`src/rtl/intersection_sequencer.sv`:
```
// Purpose: phase sequencer for a four-way intersection; drives the 4-bit phase code and a phase-entry pulse.
// Latency: inputs affect fsmOut/phaseStart on the next rising clk edge; every output comes straight from a flop.
// Backpressure: none; tick is a free-running timebase and the light decoder always accepts the current code.
module intersection_sequencer #(
    parameter int RED_T   = 2,
    parameter int LEFT_T  = 5,
    parameter int LEFTY_T = 2,
    parameter int GREEN_T = 10,
    parameter int YEL_T   = 3,
    parameter int TW      = 8
) (
    input  logic       clk,
    input  logic       reset,
    input  logic       tick,
    input  logic       nsLeftReq,
    input  logic       ewLeftReq,
    input  logic       emergency,
    output logic [3:0] fsmOut,
    output logic       phaseStart
);

    typedef enum logic [3:0] {
        ALL_RED_A  = 4'd0,
        NS_LEFT    = 4'd1,
        NS_LEFT_Y  = 4'd2,
        NS_GREEN   = 4'd3,
        NS_YELLOW  = 4'd4,
        ALL_RED_B  = 4'd5,
        EW_LEFT    = 4'd6,
        EW_LEFT_Y  = 4'd7,
        EW_GREEN   = 4'd8,
        EW_YELLOW  = 4'd9,
        EMERG_HOLD = 4'd15
    } state_t;

    // Timer reload values are stored as DUR-1 so a phase lasts exactly DUR ticks.
    localparam logic [TW-1:0] RED_D   = TW'(RED_T - 1);
    localparam logic [TW-1:0] LEFT_D  = TW'(LEFT_T - 1);
    localparam logic [TW-1:0] LEFTY_D = TW'(LEFTY_T - 1);
    localparam logic [TW-1:0] GREEN_D = TW'(GREEN_T - 1);
    localparam logic [TW-1:0] YEL_D   = TW'(YEL_T - 1);
    localparam logic [TW-1:0] ONE     = TW'(1);

    state_t          r_state;
    logic [TW-1:0]   r_timer;
    logic            r_phase_start;
    logic            r_ns_pend;
    logic            r_ew_pend;

    state_t          w_next_state;
    logic            w_expire;
    logic            w_change;

    // Reload value for the phase being entered; the emergency hold is untimed.
    function automatic logic [TW-1:0] f_dur(input state_t s);
        case (s)
            ALL_RED_A, ALL_RED_B:   f_dur = RED_D;
            NS_LEFT, EW_LEFT:       f_dur = LEFT_D;
            NS_LEFT_Y, EW_LEFT_Y:   f_dur = LEFTY_D;
            NS_GREEN, EW_GREEN:     f_dur = GREEN_D;
            NS_YELLOW, EW_YELLOW:   f_dur = YEL_D;
            default:                f_dur = '0;
        endcase
    endfunction

    // Next-phase decision: expiry on tick, emergency cuts left/green phases short, illegal codes recover.
    always_comb begin
        w_expire     = tick && (r_timer == '0);
        w_next_state = r_state;
        case (r_state)
            ALL_RED_A: begin
                if (w_expire) begin
                    if (emergency)      w_next_state = EMERG_HOLD;
                    else if (r_ns_pend) w_next_state = NS_LEFT;
                    else                w_next_state = NS_GREEN;
                end
            end
            NS_LEFT:   if (emergency || w_expire) w_next_state = NS_LEFT_Y;
            NS_LEFT_Y: if (w_expire)              w_next_state = NS_GREEN;
            NS_GREEN:  if (emergency || w_expire) w_next_state = NS_YELLOW;
            NS_YELLOW: if (w_expire)              w_next_state = ALL_RED_B;
            ALL_RED_B: begin
                if (w_expire) begin
                    if (emergency)      w_next_state = EMERG_HOLD;
                    else if (r_ew_pend) w_next_state = EW_LEFT;
                    else                w_next_state = EW_GREEN;
                end
            end
            EW_LEFT:    if (emergency || w_expire) w_next_state = EW_LEFT_Y;
            EW_LEFT_Y:  if (w_expire)              w_next_state = EW_GREEN;
            EW_GREEN:   if (emergency || w_expire) w_next_state = EW_YELLOW;
            EW_YELLOW:  if (w_expire)              w_next_state = ALL_RED_A;
            EMERG_HOLD: if (!emergency)            w_next_state = ALL_RED_A;
            default:                               w_next_state = ALL_RED_A;
        endcase
        w_change = (w_next_state != r_state);
    end

    // Phase register, timer, entry pulse and left-turn demand latches.
    always_ff @(posedge clk or posedge reset) begin
        if (reset) begin
            r_state       <= ALL_RED_A;
            r_timer       <= RED_D;
            r_phase_start <= 1'b0;
            r_ns_pend     <= 1'b0;
            r_ew_pend     <= 1'b0;
        end else begin
            r_state       <= w_next_state;
            r_phase_start <= w_change;
            if (w_change) begin
                r_timer <= f_dur(w_next_state);
            end else if (tick && (r_state != EMERG_HOLD) && (r_timer != '0)) begin
                r_timer <= r_timer - ONE;
            end
            // Entering the left phase consumes the demand, even if the sensor is still active.
            if ((w_next_state == NS_LEFT) && (r_state != NS_LEFT)) r_ns_pend <= 1'b0;
            else                                                   r_ns_pend <= r_ns_pend | nsLeftReq;
            if ((w_next_state == EW_LEFT) && (r_state != EW_LEFT)) r_ew_pend <= 1'b0;
            else                                                   r_ew_pend <= r_ew_pend | ewLeftReq;
        end
    end

    assign fsmOut     = r_state;
    assign phaseStart = r_phase_start;

endmodule

```
`config.mk`:
```
export PLATFORM = sky130hd
export DESIGN_NAME = intersection_sequencer
export DESIGN_NICKNAME = d
export VERILOG_FILES = /design/src/rtl/intersection_sequencer.sv
export SDC_FILE = /design/constraint.sdc
export NUM_CORES = 1
export LEC_CHECK = 0
export BUFFER_PORTS_ARGS = -buffer_cell sky130_fd_sc_hd__buf_2
export CELL_PAD_IN_SITES_DETAIL_PLACEMENT = 1
export CELL_PAD_IN_SITES_GLOBAL_PLACEMENT = 1
export CORE_ASPECT_RATIO = 1.75
export CORE_MARGIN = 3
export CORE_UTILIZATION = 45
export DETAILED_ROUTE_END_ITERATION = 10
export MAX_ROUTING_LAYER = met4
export PLACE_DENSITY_LB_ADDON = 0.12
export REMOVE_ABC_BUFFERS = 1
export SETUP_SLACK_MARGIN = 0.05
export SKIP_LAST_GASP = 1
export SLEW_MARGIN = 5
export SYNTH_ARGS = -nofsm -noshare
export SYNTH_HDL_FRONTEND = slang
export SYNTH_SLANG_ARGS = --single-unit
export TNS_END_PERCENT = 20
```
`constraint.sdc`:
```
create_clock -name clk -period 3.1 [get_ports clk]
set_input_delay 0.465 -clock clk [delete_from_list [all_inputs] [get_ports clk]]
set_output_delay 0.465 -clock clk [all_outputs]
set_load 0.02 [all_outputs]
```
# Word level (Yosys, flattened, before mapping)
# Memories as Yosys holds them, arrays and structs flattened.
# Cells that the tools add are included.
[word_totals]
word_cells = 55
n_memories = 1
in_bits = 6
output_inout_bits = 5
register_bits = 15
romBits = 64
[mem_list]
columns = ["memory", "depth", "width", "read_ports", "rd_ports_with_merged_regs", "write_ports", "line", "rtl"]
rows = [
  ["(no name shown)", 16, 4, 1, 0, 0, "56", "case (s)"],
]
[classes]
addsub = 1
n_mux = 20
eq_ne = 16
bitwise_logic = 2
n_reduce_logical = 10
[ops]
columns = ["operator", "n"]
rows = [
  ["$mux 4", 14],
  ["$pmux 4 s11", 1],
  ["$eq 4x3->1 const B", 5],
  ["$mux 8", 2],
  ["$eq 4x4->1 const B", 3],
  ["$eq 4x1->1 const B", 2],
  ["$eq 4x2->1 const B", 2],
  ["$logic_not 8->1", 1],
  ["$reduce_bool 8->1", 1],
  ["$sub 8x1->8 const B", 1],
  ["$logic_and 1x1->1", 5],
  ["$logic_not 4->1", 1],
  ["$ne 4x1->1 const B", 1],
  ["$ne 4x3->1 const B", 1],
  ["$ne 4x4->1", 1],
  ["$ne 4x4->1 const B", 1],
  ["$mux 1", 2],
  ["$mux 2", 1],
  ["$or 1x1->1", 2],
  ["$reduce_bool 2->1", 1],
  ["$logic_or 1x1->1", 1],
]

# Depth between registers and ports, before layout
# Gate-level depths: netlist of run 1.
[depth]
word_depth = 8
mapped_depth = 10
ltp_nobuf = 10

# Worst setup path before layout of run 1
# OpenSTA, ideal clock, no wires.
[synth_timing]
path_kind = "register -> register"
from = "reg r_timer[0]"
to = "reg r_timer[0]"
setup_time_ns = 0.082
required_time_ns = 3.018
path_stages_with_launch = 11
setup_slack_ns = 0.718
t_arrival_ns = 2.300
period_less_slack_ns = 2.382
n_path_buf = 0
cell_sequence = "dfstp_2 > inv_1 > ha_1 > and4bb_2 > nand2_1 > mux2i_1 > a21oi_4 > inv_4 > nor3_4 > a21oi_4 > mux2_4"
[synth_between]
elab_chain_cells = 7
word_cells_on_any_way = 22
classes_between = "add/sub: 1; eq/ne: 1; mux: 13; reduce/logical: 6; memory: 1"
[synth_lines]
columns = ["item", "line", "rtl"]
rows = [
  ["start, declared", "45", "logic [TW-1:0] r_timer;"],
  ["start signal, assigned", "111", "r_timer <= f_dur(w_next_state);"],
  ["start signal, assigned", "113", "r_timer <= r_timer - ONE;"],
  ["$logic_not 8->1 *", "68", "w_expire = tick && (r_timer == '0);"],
  ["$logic_and 1x1->1 *", "68", ""],
  ["$logic_or 1x1->1", "n/a", ""],
  ["$mux 4 (on tied branches)", "n/a", ""],
  ["$pmux 4 s11 *", "70", "case (r_state)"],
  ["named net w_next_state[0]", "50", "state_t w_next_state;"],
  ["$ne 4x4->1 *", "96", "w_change = (w_next_state != r_state);"],
  ["named net w_change", "52", "logic w_change;"],
  ["$mux 8 or $reduce_bool 2->1 (tied branches)", "n/a", ""],
]
# Mark *: on every way through the listed nets, which the timed path passes. The rest lies on a longest branch. The select of a mux whose other input is x is not followed.
# A chain may end at the register's enable or synchronous reset.

# Worst setup path in the final report of run 1
# Ends and elaborated chain as after synthesis.

==> metrics.yaml, run 1 <==
critPathMaxStageDelay_ns: 0.55
start_util: 0.475
cts_sinks: 15
pin_count: 11
viasPerCell: 6.26
core_um2: 2520
diodes: 0
hp-class: "input pin to asynchronous set/reset pin"
dpl_cell_area_um2: 1210
layout-drive-gt1-share: 0.237
vias: 1033
die_h_um: 74.3
post_cts_resized: 0
power_frac_comb: 0.572
rsz0062_at_grt: "false"
clockRootBuffer: "clkbuf_8"
die-area_um2: 3340
slew_viol_final: 0
netlist_top_cells_count: "14 x dfrtp_1, 14 x nor2_1, 9 x inv_1, 9 x o21ai_0, 8 x a21oi_1"
final_cell_area_um2: 1260
intPower_mw: 0.692
h-tree-depth: 1
path_cells: "inv_1, ha_1, and4bb_2, nand2_1, mux2i_1, a21oi_4, inv_4, nor3_4, a21oi_4, mux2_4"
setup_violations: 0
endpoint_kind: "flip-flop"
drc: 0
crit_fanout: 9
cpMostUsedCell: "a21oi_4"
overflow: 0
yosys.area.top_type: "dfrtp_1"
wl_per_cell_um: 18.1
synthFlopType: "dfrtp_1"
sequentialPowerShare: 0.310
worstSkewPairLatency_ns: 0.25
yosysWarnings: 0
ys_top_cells_by_area: "dfrtp_1 29%, nor2_1 4.4%, o21ai_0 3.8%"
synth_edf_count: 0
fin_crit_sh: 0.866
slowest_stage: "dfstp_2"
power.total_mw: 1.35
async_flop_share: 1.00
fillers: 315
hpwl_mm: 2.36
numPortBuffers: 10
grt_max_degree: 18
drv_cap: 0
switchingPower_mw: 0.653
drt_iter0_drc: 23
post-place-cells: 161
critPathKind: "flip-flop to flip-flop"
netlist_area_um2: 1200
drtAntennaViolNets: 0
ys_ff_latch: 15
postLayoutCoreUtil: 0.500
ys_seq_area_frac: 0.314
cts_buffers: 3
cts_buffer_depth: 2
period_needed_ns: 2.69
area_delta_synth_final_pct: 5.11
fin_cells: 165
grt_antenna_before_repair: 0
avgSynthCellArea_um2: 9.15
peakVddDrop_v: 0.000474
cts_tree: "built"
ys_types: 49
grt_use_total: 0.216
row_count: 24
fmax_mhz: 372
final_nets: 148
holdBufCountCts: 0
first_global_vias: 1052
die_x_um: 45.0
syn_inst: 131
tightest_slew_ns: 0.577
p_leak_nw: 0.526
postCtsSetupBuffers: 0
synth.top_cell.area_share: 0.292
gp_congestion: 0.831
p_sw_frac: 0.485
fin_skew_ns: 0.00234
hold_viol: 0
status: "completed"
routed_wl_mm: 2.99
dr.pass1.iters: 3
clkSlewWorstSetupHoldPaths_ns: 0.06
setup_tns_ns: 0
worstPathArrival_ns: 2.86
critical_path_required_ns: 3.28
start_kind: "flip-flop"
grt_pass1_wl_mm: 5.07
power_density_nw_per_um2: 1070
pwr-share-clk: 0.118
relSlewSlack: 0.612
## power groups by stage
stage               Clock, mW  Combinational [mW]  Sequential, mW
floorplan                   0               0.581           0.409
global placement            0               0.755           0.417
detailed placement          0               0.779           0.421
CTS                     0.164               0.785           0.417
global route            0.174               0.864           0.436
finish                  0.159               0.769           0.418
## layout make-up
class | instances | area, um2 | share of cell area
timing repair buffer | 10 | 50.0 | 0.0397
inverter | 10 | 40.0 | 0.0318
tap | 26 | 32.5 | 0.0258
multi-input combinational | 100 | 714 | 0.567
sequential | 15 | 377 | 0.299
clock inverter | 1 | 5.00 | 0.00397
clock buffer | 3 | 41.3 | 0.0328
## state kept, by name (all words and copies together), names as in the netlist
| register | flops |
|---|---|
| r_timer | 8 |
| r_ns_pend | 1 |
| fsmOut | 4 |
| r_ew_pend | 1 |
| phaseStart | 1 |
## cell families after synthesis
family	Yosys count	share of synthesized area
mux	5	0.0459
simple gates	50	0.261
compound gates	35	0.210
flops	15	0.314
buf+inv	16	0.0898
fa+ha+maj	2	0.0209
xor+xnor	8	0.0584
## critical path, delay by kind of cell, from the launching register on
family	cells	cell delay, ns
flops	1	0.55
buf+inv	2	0.19
mux	2	0.67
simple gates	3	0.53
compound gates	2	0.47
fa+ha+maj	1	0.20
## path summary, 6_finish.rpt
check / end / cells past startpoint / startpoint / slack [ns]
max: r_timer[0]$_DFFE_PP1P_ / 10 / r_timer[0]$_DFFE_PP1P_ / 0.41
min: r_timer[3]$_DFFE_PP0P_ / 2 / reset / 0.26
max reg2reg: r_timer[0]$_DFFE_PP1P_ / 10 / r_timer[0]$_DFFE_PP1P_ / 0.41
min reg2reg: r_timer[7]$_DFFE_PP0P_ / 2 / r_timer[7]$_DFFE_PP0P_ / 0.57
max in group asynchronous: r_timer[0]$_DFFE_PP1P_ / 2 / reset / 2.47
min in group clk: r_ew_pend$_DFF_PP0_ / 3 / ewLeftReq / 0.48
## per-layer routing
metal | part of all wire | routed length [um] | vias to the layer above | global-route usage
li1 | - | - | 490 | -
met1 | 0.38 | 1140 | 518 | 0.238
met2 | 0.56 | 1670 | 15 | 0.366
met3 | 0.015 | 46 | 10 | 0.0169
met4 | 0.043 | 129 | 0 | 0.130
met5 | 0 | 0 | - | -
## cell usage in the layout (no fill, tap or decap), types with 2 or more instances in the layout
cell type and count:
xor2_1 4, a211oi_1 2, clkbuf_8 3, nand4_1 3, nor4_1 3, dfrtp_1 14
buf_2 10, nand2_1 6, a21oi_4 2, ha_1 2, a21oi_2 2, or4_1 2
nor2_1 14, nor3_1 3, nand3_1 4, mux2i_1 4, inv_1 9, a21o_1 2
a21oi_1 8, o21ai_0 9, xnor2_1 4, a31oi_1 2
## metrics by stage
stage               hold slack (ns)  setup WS (ns)
floorplan                     0.366          0.696
detailed placement            0.553          0.425
CTS                           0.283          0.399
global route                  0.302          0.244
global placement              0.532          0.448
finish                        0.260          0.414
Note: power is estimated with default switching activity, not from simulation.
==> run 2: changes to the inputs <==
- CORE_UTILIZATION: 45 -> 38
==> metrics.yaml, run 2 (synthesis gave the netlist of run 1 again) <==
die_h_um: 80.3  # +8.1%
start_util: 0.405  # -0.0703
fillers: 350  # +11%
hp-class: "input pin to asynchronous set/reset pin"
h-tree-depth: 1  # unchanged
drt_iter0_drc: 12  # -48%
critPathKind: "flip-flop to flip-flop"
cts_tree: "built"
relSlewSlack: 0.611  # -0.00112
overflow: 0  # unchanged
drv_cap: 0  # unchanged
drc: 0  # unchanged
start_kind: "flip-flop"
core_um2: 2960  # +17%
setup_tns_ns: 0  # unchanged
fin_skew_ns: 0.00330  # +0.000965 ns
holdBufCountCts: 0  # unchanged
regArea_um2: 377  # unchanged
critical_path_required_ns: 3.27  # about the same
rsz0062_at_grt: "false"
clkSlewWorstSetupHoldPaths_ns: 0.06  # about the same
r2r_cells: 10  # unchanged
grt_pass1_wl_mm: 5.21  # +2.7%
vias: 1019  # -1.4%
regMostFlops: "r_timer"
fmax_mhz: 375  # +0.84%
viasPerCell: 5.60  # -11%
setup_ws_ns: 0.436  # +0.0223 ns
peakVddDrop_v: 0.000455  # -4.0%
status: "completed"
power_density_nw_per_um2: 1050  # -1.6%
die_x_um: 48.5  # +7.6%
pin_count: 11  # unchanged
fin_crit_sh: 0.859  # -0.00718
area_delta_synth_final_pct: 7.41
multiInputGateArea_um2: 714  # unchanged
wl_per_cell_um: 17.1  # -5.8%
die-area_um2: 3890  # +16%
final_nets: 149  # +0.68%
grt_use_total: 0.175  # -0.0413
grt_antenna_before_repair: 0  # unchanged
worstSkewPairLatency_ns: 0.24  # about the same
period_needed_ns: 2.66  # -0.0223 ns
p_leak_nw: 0.530  # +0.80%
final_cell_mix: "14 x nor2_1, 14 x dfrtp_1, 10 x buf_2"
layout-drive-gt1-share: 0.243  # +0.00545
post_cts_resized: 0  # unchanged
gp_congestion: 0.867  # +4.3%
postCtsSetupBuffers: 0  # unchanged
routed_wl_mm: 3.11  # +3.9%
preCtsSetupSlack_ns: 0.459  # +0.0338 ns
largest_register_ffs: 8  # unchanged
crit_fanout: 9  # unchanged
hpwl_mm: 2.41  # +2.2%
row_count: 26  # +8.3%
cts_buffers: 3  # unchanged
slew_viol_final: 0  # unchanged
hold_viol: 0  # unchanged
cts_buffer_depth: 2  # unchanged
dr.pass1.iters: 5  # +2
endpoint_kind: "flip-flop"
cts_sinks: 15  # unchanged
worstPathArrival_ns: 2.84  # -0.02 ns
clockRootBuffer: "clkbuf_8"
drtAntennaViolNets: 0  # unchanged
first_global_vias: 1110  # +5.5%
setup_violations: 0  # unchanged
grt_max_degree: 18  # unchanged
diodes: 0  # unchanged
numPortBuffers: 10  # unchanged
tightest_slew_ns: 0.584  # +0.00700 ns
-- run 2: changes by cell type in the layout (fill, tap and decap cells not counted) --
cell / before / now
buf_4: 0 / 1
-- run 2: worst paths after layout --
check | startpoint | endpoint | slack, ns
worst max-delay path | r_timer[0]$_DFFE_PP1P_ | r_timer[0]$_DFFE_PP1P_ | 0.44
max in group asynchronous | reset | r_timer[2]$_DFFE_PP0P_ | 2.46
worst min-delay path | reset | r_timer[7]$_DFFE_PP0P_ | 0.27
min in group clk | ewLeftReq | r_ew_pend$_DFF_PP0_ | 0.49
worst min register to register | r_timer[7]$_DFFE_PP0P_ | r_timer[7]$_DFFE_PP0P_ | 0.58
worst max register to register | r_timer[0]$_DFFE_PP1P_ | r_timer[0]$_DFFE_PP1P_ | 0.44
-- run 2: layout make-up --
type / instances / share of cell area
inverter: 10 / 0.0311
sequential: 15 / 0.293
multi-input combinational: 100 / 0.555
clock buffer: 3 / 0.0321
timing repair buffer: 11 / 0.0447
tap: 42 / 0.0408
clock inverter: 1 / 0.00389
-- run 2: through the flow --
step	total power, mW	area (um2)	hold WS (ns)	utilization	cells
6_report	1.35	1290	0.270	0.435	182
5_1_grt	1.47	1290	0.296	0.435	182
4_1_cts	1.37	1290	0.294	0.435	182
3_5_place_dp	1.20	1240	0.557	0.419	178
3_3_place_gp	1.19	1240	0.539	0.419	178
2_1_floorplan	0.990	1130	0.366	-	125
-- run 2: critical path: stages, from the launching register on --
cell	delay [ns]
dfstp_2	0.55
inv_1	0.06
ha_1	0.20
and4bb_2	0.27
nand2_1	0.19
mux2i_1	0.33
a21oi_4	0.14
inv_4	0.13
nor3_4	0.06
a21oi_4	0.33
mux2_4	0.33
-- run 2: per-layer routing --
layer,wire length (um),up-vias,track usage
met5,0,-,-
met1,1250,502,0.177
met3,61,10,0.0204
li1,-,489,-
met2,1670,18,0.331
met4,125,0,0.0855
-- run 2: power breakdown --
group          total [mW]  internal [mW]  switching [mW]
registers           0.422          0.275           0.147
logic               0.775          0.330           0.444
clock network       0.156         0.0887          0.0670
total                1.35          0.694           0.658
==> run 3: changes to the inputs <==
- ABC_AREA: not set -> 1
==> metrics.yaml, run 3 <==
syn_inst: 193  # +47%
yosysMostFrequentCell: "nand2_1"
gr-usage-met2: 0.415  # +0.0838
dr.pass1.iters: 4  # -1
layout-drive-gt1-share: 0.164  # -0.0786
synth_edf_count: 0  # unchanged
diodes: 0  # unchanged
crit_fanout: 10  # +1
synth.top_cell.area_share: 0.281  # -0.0112
tightest_slew_ns: 0.610  # +0.0259 ns
grt_antenna_before_repair: 0  # unchanged
overflow: 0  # unchanged
grt_use_total: 0.214  # +0.0386
peakVddDrop_v: 0.000514  # +13%
period_needed_ns: 2.33  # -0.338 ns
synth_top_family_by_area: "simple AND/OR/NAND/NOR gates"
ys_ff_latch: 15  # unchanged
die-area_um2: 4030  # +3.6%
core_um2: 3030  # +2.2%
final_common_cell: "nand2_1"
critPathKind: "flip-flop to flip-flop"
ys_seq_area_frac: 0.302  # -0.0120
rsz0062_at_grt: "false"
synth_xor_area_frac: 0.0422  # -0.0163
yosys.area.top_type: "dfrtp_1"
drv_cap: 0  # unchanged
worstSkewPairLatency_ns: 0.25  # about the same
cts_sinks: 15  # unchanged
fin_skew_ns: 0.00181  # -0.00149 ns
gp_congestion: 0.925  # +6.7%
clkSlewWorstSetupHoldPaths_ns: 0.07  # about the same
largest_register_ffs: 8  # unchanged
final_nets: 216  # +45%
ys_types: 27  # -45%
wl_per_cell_um: 14.8  # -13%
ys_top_cells_by_area: "dfrtp_1 28%, nand2_1 20%, nand3_1 8.4%"
critical_path_required_ns: 3.24  # -0.03 ns
grt_use_met1: 0.187  # +0.00943
holdBufCountCts: 0  # unchanged
fmax_mhz: 430  # +15%
muxShareOfSynthArea: 0  # -0.0459
pin_count: 11  # unchanged
power_density_nw_per_um2: 1250  # +19%
cts_tree: "built"
area_delta_synth_final_pct: 11.5
status: "completed"
synthFlopType: "dfrtp_1"
post_cts_resized: 0  # unchanged
setup_violations: 0  # unchanged
grt-busiest-layer: "met2"
first_global_vias: 1442  # +30%
cts_buffers: 3  # unchanged
drt_iter0_drc: 14  # +2
yosys.area_share.simple: 0.491  # +0.230
final_cell_area_um2: 1390  # +8.0%
yosysWarnings: 0  # unchanged
crit_path_start: "r_timer[1]$_DFFE_PP0P_"
power.total_mw: 1.74  # +28%
dpl_cell_area_um2: 1350  # +8.4%
hp-class: "input pin to asynchronous set/reset pin"
netlist_top_cells_count: "65 x nand2_1, 23 x inv_1, 22 x nor2_1"
async_flop_share: 1.00  # unchanged
avgSynthCellArea_um2: 6.46  # -29%
die_x_um: 49.3  # +1.7%
relSlewSlack: 0.593  # -0.0177
row_count: 26  # unchanged
clockRootBuffer: "clkbuf_8"
postCtsSetupBuffers: 0  # unchanged
final_cell_mix: "65 x nand2_1, 23 x inv_1, 22 x nor2_1"
setup_tns_ns: 0  # unchanged
endpoint_kind: "flip-flop"
fin_crit_sh: 0.750  # -0.109
grt_max_degree: 16  # -2
drtAntennaViolNets: 0  # unchanged
netlist_area_um2: 1250  # +4.0%
start_kind: "flip-flop"
p_leak_nw: 0.780  # +47%
hold_viol: 0  # unchanged
numPortBuffers: 10  # unchanged
synth_compound_area_frac: 0.0572  # -0.153
r2r_slack_ns: 0.77  # +0.34 ns
hpwl_mm: 3.05  # +27%
cts_buffer_depth: 2  # unchanged
start_util: 0.412  # +0.00701
gr-usage-met3: 0.0254  # +0.00500
fillers: 435  # +24%
slew_viol_final: 0  # unchanged
holdWs_ns: 0.281  # +0.0105 ns
drc: 0  # unchanged
h-tree-depth: 1  # unchanged
worstPathArrival_ns: 2.47  # -0.37 ns
die_h_um: 81.8  # +1.8%
routed_wl_mm: 3.69  # +19%
grt_pass1_wl_mm: 6.33  # +21%
reg2reg_from: "r_timer[1]$_DFFE_PP0P_"
synthAdderAreaFrac: 0.0201  # -0.000797
viasPerCell: 5.14  # -8.2%
regMostFlops: "r_timer"
vias: 1280  # +26%
## run 3: metal layers
layer | up-vias | share of wire
met2 | 24 | 0.55
met3 | 18 | 0.018
met4 | 0 | 0.066
met1 | 603 | 0.37
met5 | - | 0
li1 | 635 | -
## run 3: final cells by class
| cell class | instances | area (um2) | area share |
|---|---|---|---|
| flip-flops and latches | 15 | 377 | 0.271 |
| repair buffers | 11 | 57.6 | 0.0414 |
| inverters | 26 | 97.6 | 0.0702 |
| well taps | 42 | 52.6 | 0.0378 |
| multi-input cells | 151 | 761 | 0.547 |
| clock buffers | 4 | 45.0 | 0.0324 |
## run 3: report_power, final
part           switching (mW)  internal (mW)  total, mW
clock                  0.0727         0.0910      0.164
combinational           0.828          0.389       1.22
sequential             0.0822          0.274      0.356
total                   0.983          0.754       1.74
## run 3: cell families (layout without fill, tap and decap cells)
group / Yosys count / count (layout)
AOI/OAI and AO/OA: 11 / 11
xor gates and xnor gates: 6 / 6
adders and majority gates: 2 / 2
buffers and inverters: 27 / 41
DFF: 15 / 15
and+or+nand+nor: 132 / 132
## run 3: critical path: stages, from the launching register on
cell	delay, ns
dfrtp_1	0.42
inv_1	0.11
ha_1	0.17
inv_1	0.05
nor2_1	0.18
nand3_4	0.16
nand2_1	0.15
nand2_1	0.08
a21oi_2	0.16
nand2_2	0.13
nand2_1	0.08
nand2_1	0.06
nand2_2	0.10
inv_2	0.05
nand2_4	0.12
nand2_1	0.08
nand2_1	0.06
nand2_1	0.04
## run 3: worst paths after layout
path | to | cells past startpoint
hold reg to reg | r_ns_pend$_DFF_PP0_ | 2
setup reg to reg | r_timer[2]$_DFFE_PP0P_ | 17
hold / removal | r_ew_pend$_DFF_PP0_ | 2
setup / recovery | r_timer[2]$_DFFE_PP0P_ | 17
max in group asynchronous | fsmOut[2]$_DFF_PP0_ | 2
min in group clk | r_ew_pend$_DFF_PP0_ | 3
## run 3: per-stage QoR
step                instances  utilization  setup slack (ns)
floorplan                 192            -              1.09
global placement          245        0.445             0.888
detailed placement        245        0.445             0.787
CTS                       249        0.459             0.754
global route              249        0.459             0.513
finish                    249        0.459             0.774
